`config.mk`:
```
export PLATFORM = sky130hd
export DESIGN_NAME = scalar_operand_fetch
export DESIGN_NICKNAME = d
export VERILOG_FILES = /design/src/rtl/scalar_operand_fetch.sv
export SDC_FILE = /design/constraint.sdc
export NUM_CORES = 1
export LEC_CHECK = 0
export CAP_MARGIN = 30
export CORE_AREA = 2 2 152 154
export CTS_CLUSTER_SIZE = 20
export DETAILED_ROUTE_END_ITERATION = 12
export DIE_AREA = 0 0 154 156
export PLACE_DENSITY = 0.69
export SLEW_MARGIN = 20
export SYNTH_ARGS = -nofsm -noshare
export SYNTH_HDL_FRONTEND = slang
export SYNTH_SLANG_ARGS = --single-unit
```
`constraint.sdc`:
```
create_clock -name clock -period 2.3 [get_ports clock]
set_clock_uncertainty 0.1 [all_clocks]
set_input_delay 0.345 -clock clock [delete_from_list [all_inputs] [get_ports clock]]
set_output_delay 0.345 -clock clock [all_outputs]
set_load 0.02 [all_outputs]
```
`src/rtl/scalar_operand_fetch.sv`:
```
// Operand-fetch stage ahead of the scalar ALU: resolves SGPR, inline-constant and literal
// sources for one SOP2 instruction and holds them under a valid/ready handshake.
module scalar_operand_fetch #(
    parameter int LIT_W = 32,
    parameter int OP_W  = 64
) (
    input  logic             clock,
    input  logic             reset_n,
    input  logic             in_valid,
    output logic             in_ready,
    input  logic [7:0]       in_ssrc0,
    input  logic [7:0]       in_ssrc1,
    input  logic [7:0]       in_sdst,
    input  logic [7:0]       in_opcode,
    input  logic             in_en_64,
    output logic [7:0]       rf_s0,
    output logic [7:0]       rf_s1,
    input  logic [OP_W-1:0]  rf_r0,
    input  logic [OP_W-1:0]  rf_r1,
    input  logic             lit_valid,
    output logic             lit_ready,
    input  logic [LIT_W-1:0] lit_data,
    output logic             out_valid,
    input  logic             out_ready,
    output logic [OP_W-1:0]  out_op0,
    output logic [OP_W-1:0]  out_op1,
    output logic [7:0]       out_sdst,
    output logic [7:0]       out_opcode,
    output logic             out_en_64,
    output logic             out_illegal,
    output logic [1:0]       dbg_state
);

    // Handshakes: a transfer on either in_* or out_* happens on a rising edge where valid and
    // ready are both 1; lit_* transfers when lit_valid and lit_ready are both 1.
    typedef enum logic [1:0] {
        IDLE     = 2'd0,
        LIT_WAIT = 2'd1,
        HOLD     = 2'd2
    } state_t;

    typedef struct packed {
        logic [OP_W-1:0] val;
        logic            ill;
        logic            lit;
    } src_t;

    function automatic src_t decode(input logic [7:0] code, input logic [OP_W-1:0] rf);
        src_t s;
        s.val = '0;
        s.ill = 1'b0;
        s.lit = 1'b0;
        case (code) inside
            [8'h00:8'h7F], [8'hFB:8'hFD]: s.val = rf;
            8'h80:                        s.val = '0;
            [8'h81:8'hC0]:                s.val = OP_W'(code) - OP_W'(128);
            [8'hC1:8'hD0]:                s.val = OP_W'(192) - OP_W'(code);
            8'hF0:                        s.val = OP_W'(32'h3F00_0000);
            8'hF1:                        s.val = OP_W'(32'hBF00_0000);
            8'hF2:                        s.val = OP_W'(32'h3F80_0000);
            8'hF3:                        s.val = OP_W'(32'hBF80_0000);
            8'hF4:                        s.val = OP_W'(32'h4000_0000);
            8'hF5:                        s.val = OP_W'(32'hC000_0000);
            8'hF6:                        s.val = OP_W'(32'h4080_0000);
            8'hF7:                        s.val = OP_W'(32'hC080_0000);
            8'hFF:                        s.lit = 1'b1;
            default:                      s.ill = 1'b1;
        endcase
        return s;
    endfunction

    state_t          state_q, state_d;
    logic [OP_W-1:0] op0_q, op0_d, op1_q, op1_d;
    logic            lit0_q, lit0_d, lit1_q, lit1_d;
    logic            ill_q, ill_d, en64_q, en64_d;
    logic [7:0]      sdst_q, sdst_d, opc_q, opc_d;
    logic            accept;
    src_t            dec0, dec1;

    assign rf_s0 = in_ssrc0;
    assign rf_s1 = in_ssrc1;
    assign dec0  = decode(in_ssrc0, rf_r0);
    assign dec1  = decode(in_ssrc1, rf_r1);

    always_comb begin
        state_d   = state_q;
        in_ready  = 1'b0;
        lit_ready = 1'b0;
        out_valid = 1'b0;
        op0_d     = op0_q;
        op1_d     = op1_q;
        lit0_d    = lit0_q;
        lit1_d    = lit1_q;
        ill_d     = ill_q;
        sdst_d    = sdst_q;
        opc_d     = opc_q;
        en64_d    = en64_q;

        case (state_q)
            IDLE: in_ready = 1'b1;
            LIT_WAIT: begin
                lit_ready = 1'b1;
                if (lit_valid) begin
                    if (lit0_q) op0_d = OP_W'(lit_data);
                    if (lit1_q) op1_d = OP_W'(lit_data);
                    lit0_d  = 1'b0;
                    lit1_d  = 1'b0;
                    state_d = HOLD;
                end
            end
            HOLD: begin
                out_valid = 1'b1;
                in_ready  = out_ready;
                if (out_ready && !in_valid) state_d = IDLE;
            end
            default: state_d = IDLE;
        endcase

        accept = in_valid && in_ready;
        // A new accept overrides whatever the HOLD branch chose, including the IDLE exit.
        if (accept) begin
            op0_d   = dec0.val;
            op1_d   = dec1.val;
            lit0_d  = dec0.lit;
            lit1_d  = dec1.lit;
            ill_d   = dec0.ill | dec1.ill;
            sdst_d  = in_sdst;
            opc_d   = in_opcode;
            en64_d  = in_en_64;
            state_d = (dec0.lit | dec1.lit) ? LIT_WAIT : HOLD;
        end
    end

    always_ff @(posedge clock or negedge reset_n) begin
        if (!reset_n) begin
            state_q <= IDLE;
            op0_q   <= '0;
            op1_q   <= '0;
            lit0_q  <= 1'b0;
            lit1_q  <= 1'b0;
            ill_q   <= 1'b0;
            sdst_q  <= '0;
            opc_q   <= '0;
            en64_q  <= 1'b0;
        end else begin
            state_q <= state_d;
            op0_q   <= op0_d;
            op1_q   <= op1_d;
            lit0_q  <= lit0_d;
            lit1_q  <= lit1_d;
            ill_q   <= ill_d;
            sdst_q  <= sdst_d;
            opc_q   <= opc_d;
            en64_q  <= en64_d;
        end
    end

    assign out_op0     = op0_q;
    assign out_op1     = op1_q;
    assign out_sdst    = sdst_q;
    assign out_opcode  = opc_q;
    assign out_en_64   = en64_q;
    assign out_illegal = ill_q;
    assign dbg_state   = state_q;

endmodule

```
# Word-level counts from Yosys, hierarchy flattened
# Index checks and enable logic that the tools add are counted.
word_totals:
  ff_bits: 150
  output_inout_bits: 167
  wordCells: 174
op_classes:
  addsub: 4
  magnitude_cmp: 16
  eq_ne: 25
  mux: 96
  bitwise: 2
  n_reduce_logical: 22
ops:
  columns: ["op", "count"]
  rows:
  - ["64-bit two-way mux", 21]
  - ["32-bit two-way mux", 11]
  - ["8-bit equality test, second input constant", 20]
  - ["1-bit two-way mux", 58]
  - ["8-bit greater-or-equal comparator, second input constant", 6]
  - ["8-bit <= comparator, second input constant", 6]
  - ["8-bit by 8-bit subtractor with 9-bit output, first input constant", 2]
  - ["8-bit by 8-bit subtractor with 9-bit output, second input constant", 2]
  - ["8-bit by 1-bit greater-or-equal comparator with 1-bit output, second input constant", 2]
  - ["8-bit by 7-bit <= comparator with 1-bit output, second input constant", 2]
  - ["1-bit logical AND", 10]
  - ["3-bit AND reduction", 3]
  - ["2-bit two-way mux", 4]
  - ["2-bit nonzero test", 4]
  - ["3-bit != test, second input constant", 2]
  - ["2-bit case mux with 3 select lines", 1]
  - ["2-bit OR reduction", 2]
  - ["2-bit by 1-bit equality test with 1-bit output, second input constant", 1]
  - ["2-bit equality test, second input constant", 1]
  - ["2-bit logical NOT", 1]
  - ["2-bit != test, second input constant", 1]
  - ["1-bit bitwise OR", 2]
  - ["1-bit case mux with 2 select lines", 1]
  - ["2-bit AND reduction", 1]
  - ["1-bit logical NOT", 1]

# Longest topological paths before layout
# Gate-level depths: netlist of the first run.
logic_depth:
  depth_word: 17
  ltp_mapped: 10
  mapped_depth_nobuf: 7

# Worst setup path after synthesis of the first run
# Ideal clock, no wire load.
synth_timing:
  path_kind: "input port to flip-flop"
  from: "input port in_ssrc1[0]"
  to: "register op1_q[13] (netlist: out_op1[13])"
  setup_ns: 0.064
  t_arrival_ns: 2.178
  required_ns: 2.136
  setup_slack_ns: -0.043
  stages: 10
  path_buffers: 3
  path_cell_list: "inv_1 > ha_1 > or3b_1 > a221o_1 > buf_6 > or2_1 > buf_6 > buf_6 > a21oi_1 > a221o_2"
synth_between:
  elab_chain_cells: 13
  elab_cells_between_ends: 35
  classes_between: "add/sub (2); order compare (8); eq/ne (8); mux (12); reduce/logical (5)"
synth_lines:
  columns: ["element", "line", "text"]
  rows:
  - ["from (decl)", "12", "input logic [7:0] in_ssrc1,"]
  - ["8-bit equality test", "83", "assign dec1 = decode(in_ssrc1, rf_r1);"]
  - ["32-bit two-way mux (7 in a row)", "53", "case (code) inside"]
  - ["64-bit two-way mux (3 in a row)", "53", null]
  - ["64-bit two-way mux (*)", "53", null]
  - ["64-bit two-way mux (*)", "121", "if (accept) begin"]
  - ["to (signal assigned)", "148", "op1_q <= op1_d;"]
  - ["to (decl)", "73", "logic [OP_W-1:0] op0_q, op0_d, op1_q, op1_d;"]
# Every way passes the cells marked *; elsewhere a longest branch is shown, timed or not.
# A chain may end at the register's enable or synchronous reset.

# Final worst setup path of the first run
layout_timing:
  from: "input port in_ssrc0[2]"
  to: "output port rf_s0[2]"
layout_lines:
  columns: ["element", "line", "text"]
  rows:
  - ["from (decl)", "11", "input logic [7:0] in_ssrc0,"]
  - ["to (decl)", "16", "output logic [7:0] rf_s0,"]
# No word-level cell between the ends.

==> results of run 1 <==
[cell usage after synthesis, drive strengths merged, types with 5 or more instances]
cell / instances / area [um2]
a2111oi: 5 / 43.8
a21oi: 112 / 561
a221o: 35 / 363
a31oi: 13 / 81.3
a32oi: 14 / 123
and3: 5 / 31.3
buf: 45 / 297
clkbuf: 40 / 150
dfrtp: 150 / 3750
ha: 10 / 125
inv: 13 / 48.8
mux2i: 5 / 50.1
nand2: 221 / 830
nand3: 11 / 55.1
nor2: 19 / 73.8
nor3: 5 / 25.0
nor4: 5 / 67.6
o21ai: 70 / 350
[worst paths after layout]
path	startpoint	end	slack, ps
max	in_ssrc0[2]	rf_s0[2]	30
min in group clock	in_ssrc0[1]	out_op0[1]	320
max reg2reg	dbg_state[1]	out_op0[22]	320
min reg2reg	out_sdst[6]	out_sdst[6]	370
max in group asynchronous	reset_n	out_op0[24]	1110
min	reset_n	out_op1[34]	300
[routing by layer]
layer / up-vias / wire [um] / GRT usage / part of all wire
met3: 37 / 2480 / 0.0714 / 0.081
li1: 3908 / - / - / -
met5: - / 0 / 0 / 0
met1: 3935 / 12800 / 0.314 / 0.42
met4: 0 / 529 / 0.0650 / 0.017
met2: 375 / 14900 / 0.420 / 0.49
[through the flow]
stage	hold slack (ps)	cell area, um2
floorplan	-50.6	7680
finish	297	13100
detailed placement	180	12200
global placement	179	12200
global route	306	13100
CTS	296	12900
[worst max-delay path, cell delays in order]
cell             delay (ps)
clkdlybuf4s50_1         640
buf_4                   210
clkdlybuf4s50_1         620
[power by group through the flow]
stage	Clock [W]	Combinational [W]	Sequential, W
after floorplan	0	0.000701	0.00372
after global placement	0	0.00273	0.00326
after detailed placement	0	0.00276	0.00327
after CTS	0.00279	0.00280	0.00322
after global routing	0.00291	0.00300	0.00327
final	0.00274	0.00281	0.00322
[timing repair]
item,in CTS,in global routing
setup endpoints to repair,101,116
pin swaps,5,6
buffers inserted,6,2
hold endpoints to repair,36,0
cloned,1,1
hold buffers,1,0
resized for setup,22,29
[final cells by class]
| class | instances | area (um2) | area share |
|---|---|---|---|
| Tap cell | 285 | 357 | 0.0272 |
| Multi-Input combinational cell | 609 | 3610 | 0.275 |
| Timing Repair Buffer | 487 | 4770 | 0.364 |
| Clock inverter | 14 | 133 | 0.0101 |
| Antenna cell | 1 | 2.50 | 0.000191 |
| Clock buffer | 18 | 429 | 0.0327 |
| Inverter | 13 | 48.8 | 0.00372 |
| Sequential cell | 150 | 3750 | 0.286 |
[flip-flops by register name, summed over array words and instances (netlist names)]
signal       flops
lit1_q           1
out_op1         64
lit0_q           1
out_illegal      1
out_op0         64
dbg_state        2
out_en_64        1
out_sdst         8
out_opcode       8
[cells by family (layout without fill, tap and decap cells)]
kind of cell               count (synthesis)  after routing  share of synthesized area
adders and majority gates                 10             10                     0.0163
other                                      0              1                          0
AOI/OAI and AO/OA                        298            298                      0.253
and+or+nand+nor                          296            296                      0.170
DFF                                      150            150                      0.489
muxes                                      5              5                    0.00652
buffers and inverters                     98            532                     0.0646
==> flow_metrics.tcl, run 1 <==
set metrics [dict create \
    synth_flop_cell "dfrtp_1" \
    routedWlPerCell_um 19.5 \
    tns_ps 0 \
    status "finished, final reports clean" \
    p_switching_w 0.00292 \
    drtAntennaViolNets 0 \
    cts_sinks 150 \
    dieWidth_um 154 \
    netlist_instances 857 \
    area_growth_pct 70.8 \
    drt-pass1-iter-count 5 \
    final_cell_mix "clkdlybuf4s50_1 (351), nand2_1 (221), dfrtp_1 (150), a21oi_1 (112), buf_4 (105)" \
    drt-total-wl_um 30700 \
    fin_nets 1486 \
    rows 55 \
    p_int_w 0.00585 \
    final_common_cell "clkdlybuf4s50_1" \
    grt_pass1_wl_um 46600 \
    hold_viol 0 \
    ys_ff_latch 150 \
    period_needed_ps 2270 \
    slew_violations 0 \
    period_share 0.985 \
    vias_per_cell 5.23 \
    ios 365 \
    clock.fmax_mhz 441 \
    synth_area_um2 7670 \
    setup_ws_ps 33.7 \
    sw_frac_of_total 0.332 \
    synthesis.nets 1065 \
    htreeDepth 4 \
    yosysUniqueCellTypes 64 \
    num_vias 8255 \
    grt.overflow.total 0 \
    clockBufferDepth 2 \
    grt_pass1_vias 8128 \
    grt_usage 0.249 \
    power.share.combinational 0.320 \
    total_power_w 0.00877 \
    power.leakage_nw 5.68 \
    cts_tree "built" \
    clkPwrFrac 0.312 \
    crit_required_ps 1860 \
    hold_class "in -> async" \
    port_buffers 364 \
    arrival_ps 1820 \
    drive_gt1_frac 0.156 \
    yosysWarnings 0 \
    r2r_cells 7 \
    synth-edff-count 0 \
    worst_pin_slew_ps 530 \
    synthArstFlopShare 1.00 \
    placedCellCount 1532 \
    crit_path_end_kind "output port" \
    cp_max_fo 6 \
    antenna_found_initial 1 \
    dp_hpwl_um 22000 \
    power_frac_seq 0.367 \
    die_h_um 156 \
    maxSlewHeadroom 0.645 \
    syn_avg_cell_area_um2 8.95 \
    grt_max_degree 65 \
    synth-seq-area-share 0.489 \
    post-place-ws_ps -572 \
    drv_cap 0 \
    p_per_area_nw_per_um2 669 \
    setup_violations 0 \
    die_area_um2 24000 \
    final_core_util 0.586 \
    fp.coreArea_um2 22400 \
    clkSlewWorstSetupHoldPaths_ps 70 \
    critical_path_class "in -> out" \
    fillers 1972 \
    ir_worst_vdd_mv 0.452 \
    root_buffer "clkbuf_16" \
    remaining_drc_errors 0 \
    start_kind "input pin" \
    start_util 0.343 \
    cts_buffers 17 \
    fin_cells 1577 \
    insertion_delay_ps 420 \
    routabilityCongestion 0.900 \
    initialDrtViolationCount 494 \
]
Note: power is estimated with default switching activity, not from simulation.
==> run 2: changes to the inputs <==
--- a/config.mk
+++ b/config.mk
@@ -10,7 +10,8 @@
 export CTS_CLUSTER_SIZE = 20
 export DETAILED_ROUTE_END_ITERATION = 12
 export DIE_AREA = 0 0 154 156
-export PLACE_DENSITY = 0.69
+export PLACE_DENSITY = 0.72
+export SETUP_SLACK_MARGIN = 0.2
 export SLEW_MARGIN = 20
 export SYNTH_ARGS = -nofsm -noshare
 export SYNTH_HDL_FRONTEND = slang
==> constraint.sdc (replaced) <==
create_clock -name clock -period 2 [get_ports clock]
set_clock_uncertainty 0.1 [all_clocks]
set_input_delay 0.3 -clock clock [delete_from_list [all_inputs] [get_ports clock]]
set_output_delay 0.3 -clock clock [all_outputs]
set_load 0.02 [all_outputs]
==> run 2 against run 1 <==
Against the previous run:
- the run now ends with setup timing left
- power grew 23%
- sequential cell count is the same
- critical endpoint is now out_op1[0]
- register-to-register slack lost 160 ps
- largest cell class unchanged
- count of clock-buffer cells in the layout shrank 1
- critical path type is now in -> reg
==> flow_metrics.tcl, run 2 (synthesis gave the netlist of run 1 again) <==
set metrics [dict create \
    clock.fmax_mhz 498 \
    htreeDepth 4 \
    arrival_ps 2240 \
    crit_path_end_kind "flip-flop" \
    routabilityCongestion 0.883 \
    top_layer "met4" \
    clockBufferDepth 2 \
    wl_met3_um 2420 \
    fin_cells 1674 \
    setup_ws_ps -9.09 \
    fin_area_um2 15400 \
    vias_per_cell 5.47 \
    start_util 0.343 \
    area_growth_pct 101 \
    maxSlewHeadroom 0.572 \
    critical_path_class "in -> reg" \
    port_buffers 364 \
    num_vias 9165 \
    grt.overflow.total 0 \
    grt_max_degree 57 \
    drt-pass1-iter-count 7 \
    setup_violations 2 \
    crit_required_ps 2240 \
    wl_met1_um 14300 \
    grt_usage 0.280 \
    dp_hpwl_um 23000 \
    p_per_area_nw_per_um2 701 \
    hold_viol 0 \
    fp.coreArea_um2 22400 \
    ir_worst_vdd_mv 0.476 \
    placedCellCount 1552 \
    grt_pass1_wl_um 52300 \
    status "finished, violations left" \
    place_area_um2 12800 \
    cts_tree "built" \
    dieWidth_um 154 \
    rsz0062_at_grt "true" \
    post-place-ws_ps -975 \
    ios 365 \
    die_area_um2 24000 \
    wl_met2_um 18000 \
    final_common_cell "nand2_1" \
    hold_slack_ps 196 \
    cts_buffers 17 \
    cp_max_fo 4 \
    initialDrtViolationCount 646 \
    start_kind "input pin" \
    grt_pass1_vias 9272 \
    hold_class "in -> async" \
    die_h_um 156 \
    final_cell_mix "nand2_1 (214), clkdlybuf4s50_1 (197), dfrtp_1 (148), buf_4 (125), dlygate4sd2_1 (123)" \
    remaining_drc_errors 0 \
    root_buffer "clkbuf_16" \
    power.leakage_nw 7.22 \
    drt-total-wl_um 36200 \
    clkSlewWorstSetupHoldPaths_ps 70 \
    violations "setup timing" \
    rows 55 \
    insertion_delay_ps 420 \
    drive_gt1_frac 0.329 \
    drtAntennaViolNets 0 \
    worst_pin_slew_ps 641 \
    drv_cap 0 \
    routedWlPerCell_um 21.6 \
    tns_ps -17.6 \
    slew_violations 0 \
    antenna_found_initial 2 \
    cts_sinks 150 \
    period_needed_ps 2010 \
    fin_nets 1583 \
    period_share 1.00 \
]
[run 2: through the flow]
stage	utilization	power [W]
after detailed placement	0.571	0.00707
final	0.690	0.0108
after global routing	0.690	0.0113
after floorplan	-	0.00517
after global placement	0.571	0.00702
after CTS	0.645	0.0106
[run 2: power breakdown]
group	internal (W)	total, W	switching [W]
Sequential	0.00346	0.00371	0.000253
Clock	0.00203	0.00354	0.00151
Combinational	0.00169	0.00356	0.00187
Total	0.00718	0.0108	0.00364
[run 2: worst max-delay path, cell delays in order]
cell and delay (ps):
buf_8 100, clkinvlp_4 70, buf_6 100, ha_4 110
or3b_4 370, a221o_1 340, buf_6 150, a2111o_1 490
o221ai_1 210
[run 2: layout make-up]
class	instances	area, um2
timing repair buffer	583	6100
clock inverter	14	206
tap	285	357
clock buffer	17	425
fill	1613	6930
sequential	150	3760
antenna	2	5.00
inverter	13	78.8
multi-input combinational	610	4520
[run 2: final timing paths]
kind	depth (start not counted)	endpoint	slack (ps)	startpoint
worst max-delay path	9	out_op1[0]	-9	in_ssrc1[0]
worst min-delay path	2	out_op1[51]	200	reset_n
worst max register to register	6	out_op0[9]	160	dbg_state[1]
worst min register to register	2	out_sdst[1]	370	out_sdst[1]
max in group asynchronous	3	dbg_state[0]	910	reset_n
min in group clock	4	out_op1[3]	220	in_ssrc1[3]
[run 2: layer usage]
metal	GRT usage	vias up
li1	-	4120
met1	0.339	4510
met2	0.481	437
met3	0.0608	98
met4	0.124	0
met5	0	-
[run 2: what timing repair did]
item                                   CTS  global route
buffers inserted                        52            20
endpoints found under the hold margin  150             0
cloned                                  11             5
hold buffers                             1             0
gates resized for setup                304           171
setup endpoints to repair              268           163
pin swaps                               51            76
==> run 3: changes to the inputs <==
--- a/config.mk
+++ b/config.mk
@@ -11,8 +11,8 @@
 export DETAILED_ROUTE_END_ITERATION = 12
 export DIE_AREA = 0 0 154 156
 export PLACE_DENSITY = 0.72
+export REMOVE_ABC_BUFFERS = 1
 export SETUP_SLACK_MARGIN = 0.2
-export SLEW_MARGIN = 20
 export SYNTH_ARGS = -nofsm -noshare
 export SYNTH_HDL_FRONTEND = slang
 export SYNTH_SLANG_ARGS = --single-unit
==> run 3 against run 2 <==
Against the previous run:
- the flow now finishes without violations
- count of clock-buffer cells in the layout is 1 higher
- clock power is 3% lower
- sequential cell count stayed put
- utilization is 5.1 points lower
- first-iteration DRC count is 6.3% higher
- cell area is 7.4% lower
- worst hold slack worse by 21 ps
- critical path depth is 2 higher
- largest cell class unchanged
==> flow_metrics.tcl, run 3 (synthesis gave the netlist of run 1 again) <==
set metrics [dict create \
    clock.fmax_mhz 518 \
    die_h_um 156 \
    hold_viol 0 \
    routedWlPerCell_um 21.1 \
    period_needed_ps 1930 \
    post-place-ws_ps -788 \
    final_cell_mix "nand2_1 (211), clkdlybuf4s50_1 (194), dfrtp_1 (148), dlygate4sd2_1 (130), buf_4 (113)" \
    setup_ws_ps 71.0 \
    crit_chain "buf_8, inv_6, ha_4, or3b_4, a221o_2, buf_6, nor2_4, buf_6, buf_12, a21oi_4, o21ai_1" \
    drtAntennaViolNets 0 \
    drt-total-wl_um 34400 \
    slowest_stage "a221o_2" \
    p_int_w 0.00696 \
    sw_frac_of_total 0.336 \
    power_frac_seq 0.355 \
    drt-pass1-iter-count 6 \
    power.leakage_nw 6.81 \
    wl_met3_um 2740 \
    port_buffers 364 \
    ios 365 \
    period_share 0.965 \
    total_power_w 0.0105 \
    fin_area_um2 14300 \
    cts_buffers 17 \
    htreeDepth 4 \
    critical_path_class "in -> reg" \
    start_kind "input pin" \
    p_switching_w 0.00352 \
    maxSlewHeadroom 0.691 \
    crit_path_end_kind "flip-flop" \
    routabilityCongestion 0.874 \
    fp.coreArea_um2 22400 \
    dieWidth_um 154 \
    num_vias 8967 \
    grt_max_degree 53 \
    status "finished, final reports clean" \
    p_per_area_nw_per_um2 733 \
    arrival_ps 2160 \
    top_layer "met4" \
    grt_pass1_vias 8841 \
    vias_per_cell 5.49 \
    place_area_um2 12500 \
    tns_ps 0 \
    wl_met1_um 13600 \
    clkSlewWorstSetupHoldPaths_ps 70 \
    root_buffer "clkbuf_16" \
    die_area_um2 24000 \
    insertion_delay_ps 420 \
    remaining_drc_errors 0 \
    final_common_cell "nand2_1" \
    slew_violations 0 \
    ir_worst_vdd_mv 0.579 \
    grt.overflow.total 0 \
    setup_violations 0 \
    power.share.combinational 0.317 \
    crit_top_cell "buf_6" \
    area_growth_pct 86.3 \
    rows 55 \
    fin_nets 1541 \
    cts_tree "built" \
    antenna_found_initial 1 \
    initialDrtViolationCount 687 \
    rsz0062_at_grt "true" \
    drive_gt1_frac 0.250 \
    hold_slack_ps 175 \
    grt_usage 0.264 \
    clkPwrFrac 0.328 \
    grt_pass1_wl_um 49500 \
    worst_pin_slew_ps 459 \
    hold_class "in -> async" \
    crit_required_ps 2230 \
    clockBufferDepth 2 \
    start_util 0.343 \
    drv_cap 0 \
    wl_met2_um 16700 \
    dp_hpwl_um 22600 \
    slowest_delay_ps 390 \
    cp_max_fo 8 \
    cts_sinks 150 \
]
run 3: cell types whose count changed in the layout (fill, tap and decap cells not counted), moves of 8 or more:
cell,change
buf_6,-22
a21oi_1,+64
o21ai_2,-8
buf_12,-8
buf_4,-12
a21oi_4,-18
o21ai_0,+19
a21oi_2,-46
o21ai_1,-12
run 3: what timing repair did:
| item | CTS | global route |
|---|---|---|
| pin swaps | 34 | 40 |
| resized for setup | 298 | 120 |
| endpoints found under the hold margin | 121 | 0 |
| setup buffers | 24 | 9 |
| gates cloned | 8 | 6 |
| hold buffers | 1 | 0 |
| setup endpoints to repair | 278 | 160 |
run 3: worst paths after layout:
check                                end          start  cells past startpoint  slack, ps
min                          out_op1[40]        reset_n                      2        180
max in group asynchronous  out_opcode[7]        reset_n                      3        910
min in group clock            out_op1[3]    in_ssrc1[3]                      4        250
min reg2reg                out_opcode[6]  out_opcode[6]                      2        370
max reg2reg                  out_op1[59]   dbg_state[1]                      8        100
max                          out_op1[59]    in_ssrc1[0]                     11         70
run 3: power groups by stage:
stage                     Combinational [W]  Clock, W  Sequential [W]
after CTS                           0.00315   0.00347         0.00370
after global routing                0.00352   0.00361         0.00377
after floorplan                    0.000733         0         0.00428
after global placement              0.00321         0         0.00375
after detailed placement            0.00325         0         0.00376
final                               0.00332   0.00344         0.00372
run 3: stage by stage:
| step | utilization | instances |
|---|---|---|
| global placement | 0.559 | 1551 |
| detailed placement | 0.559 | 1551 |
| global route | 0.639 | 1632 |
| floorplan | - | 772 |
| CTS | 0.613 | 1616 |
| finish | 0.639 | 1632 |
run 3: layout make-up:
cell class,count,area [um2]
tap,285,357
clock buffer,18,439
inverter,13,66.3
sequential,150,3760
multi-input combinational,609,3980
fill,1727,8070
timing repair buffer,542,5520
clock inverter,14,179
antenna,1,2.50
run 3: critical path, delay by kind of cell:
family	cells	cell delay [ps]
buf+inv	5	600
simple gates	2	510
compound gates	3	610
fa+ha+maj	1	120
run 3: metal layers:
metal / track usage / vias to the layer above
li1: - / 4024
met3: 0.0639 / 92
met4: 0.0992 / 0
met5: 0 / -
met2: 0.439 / 483
met1: 0.334 / 4368
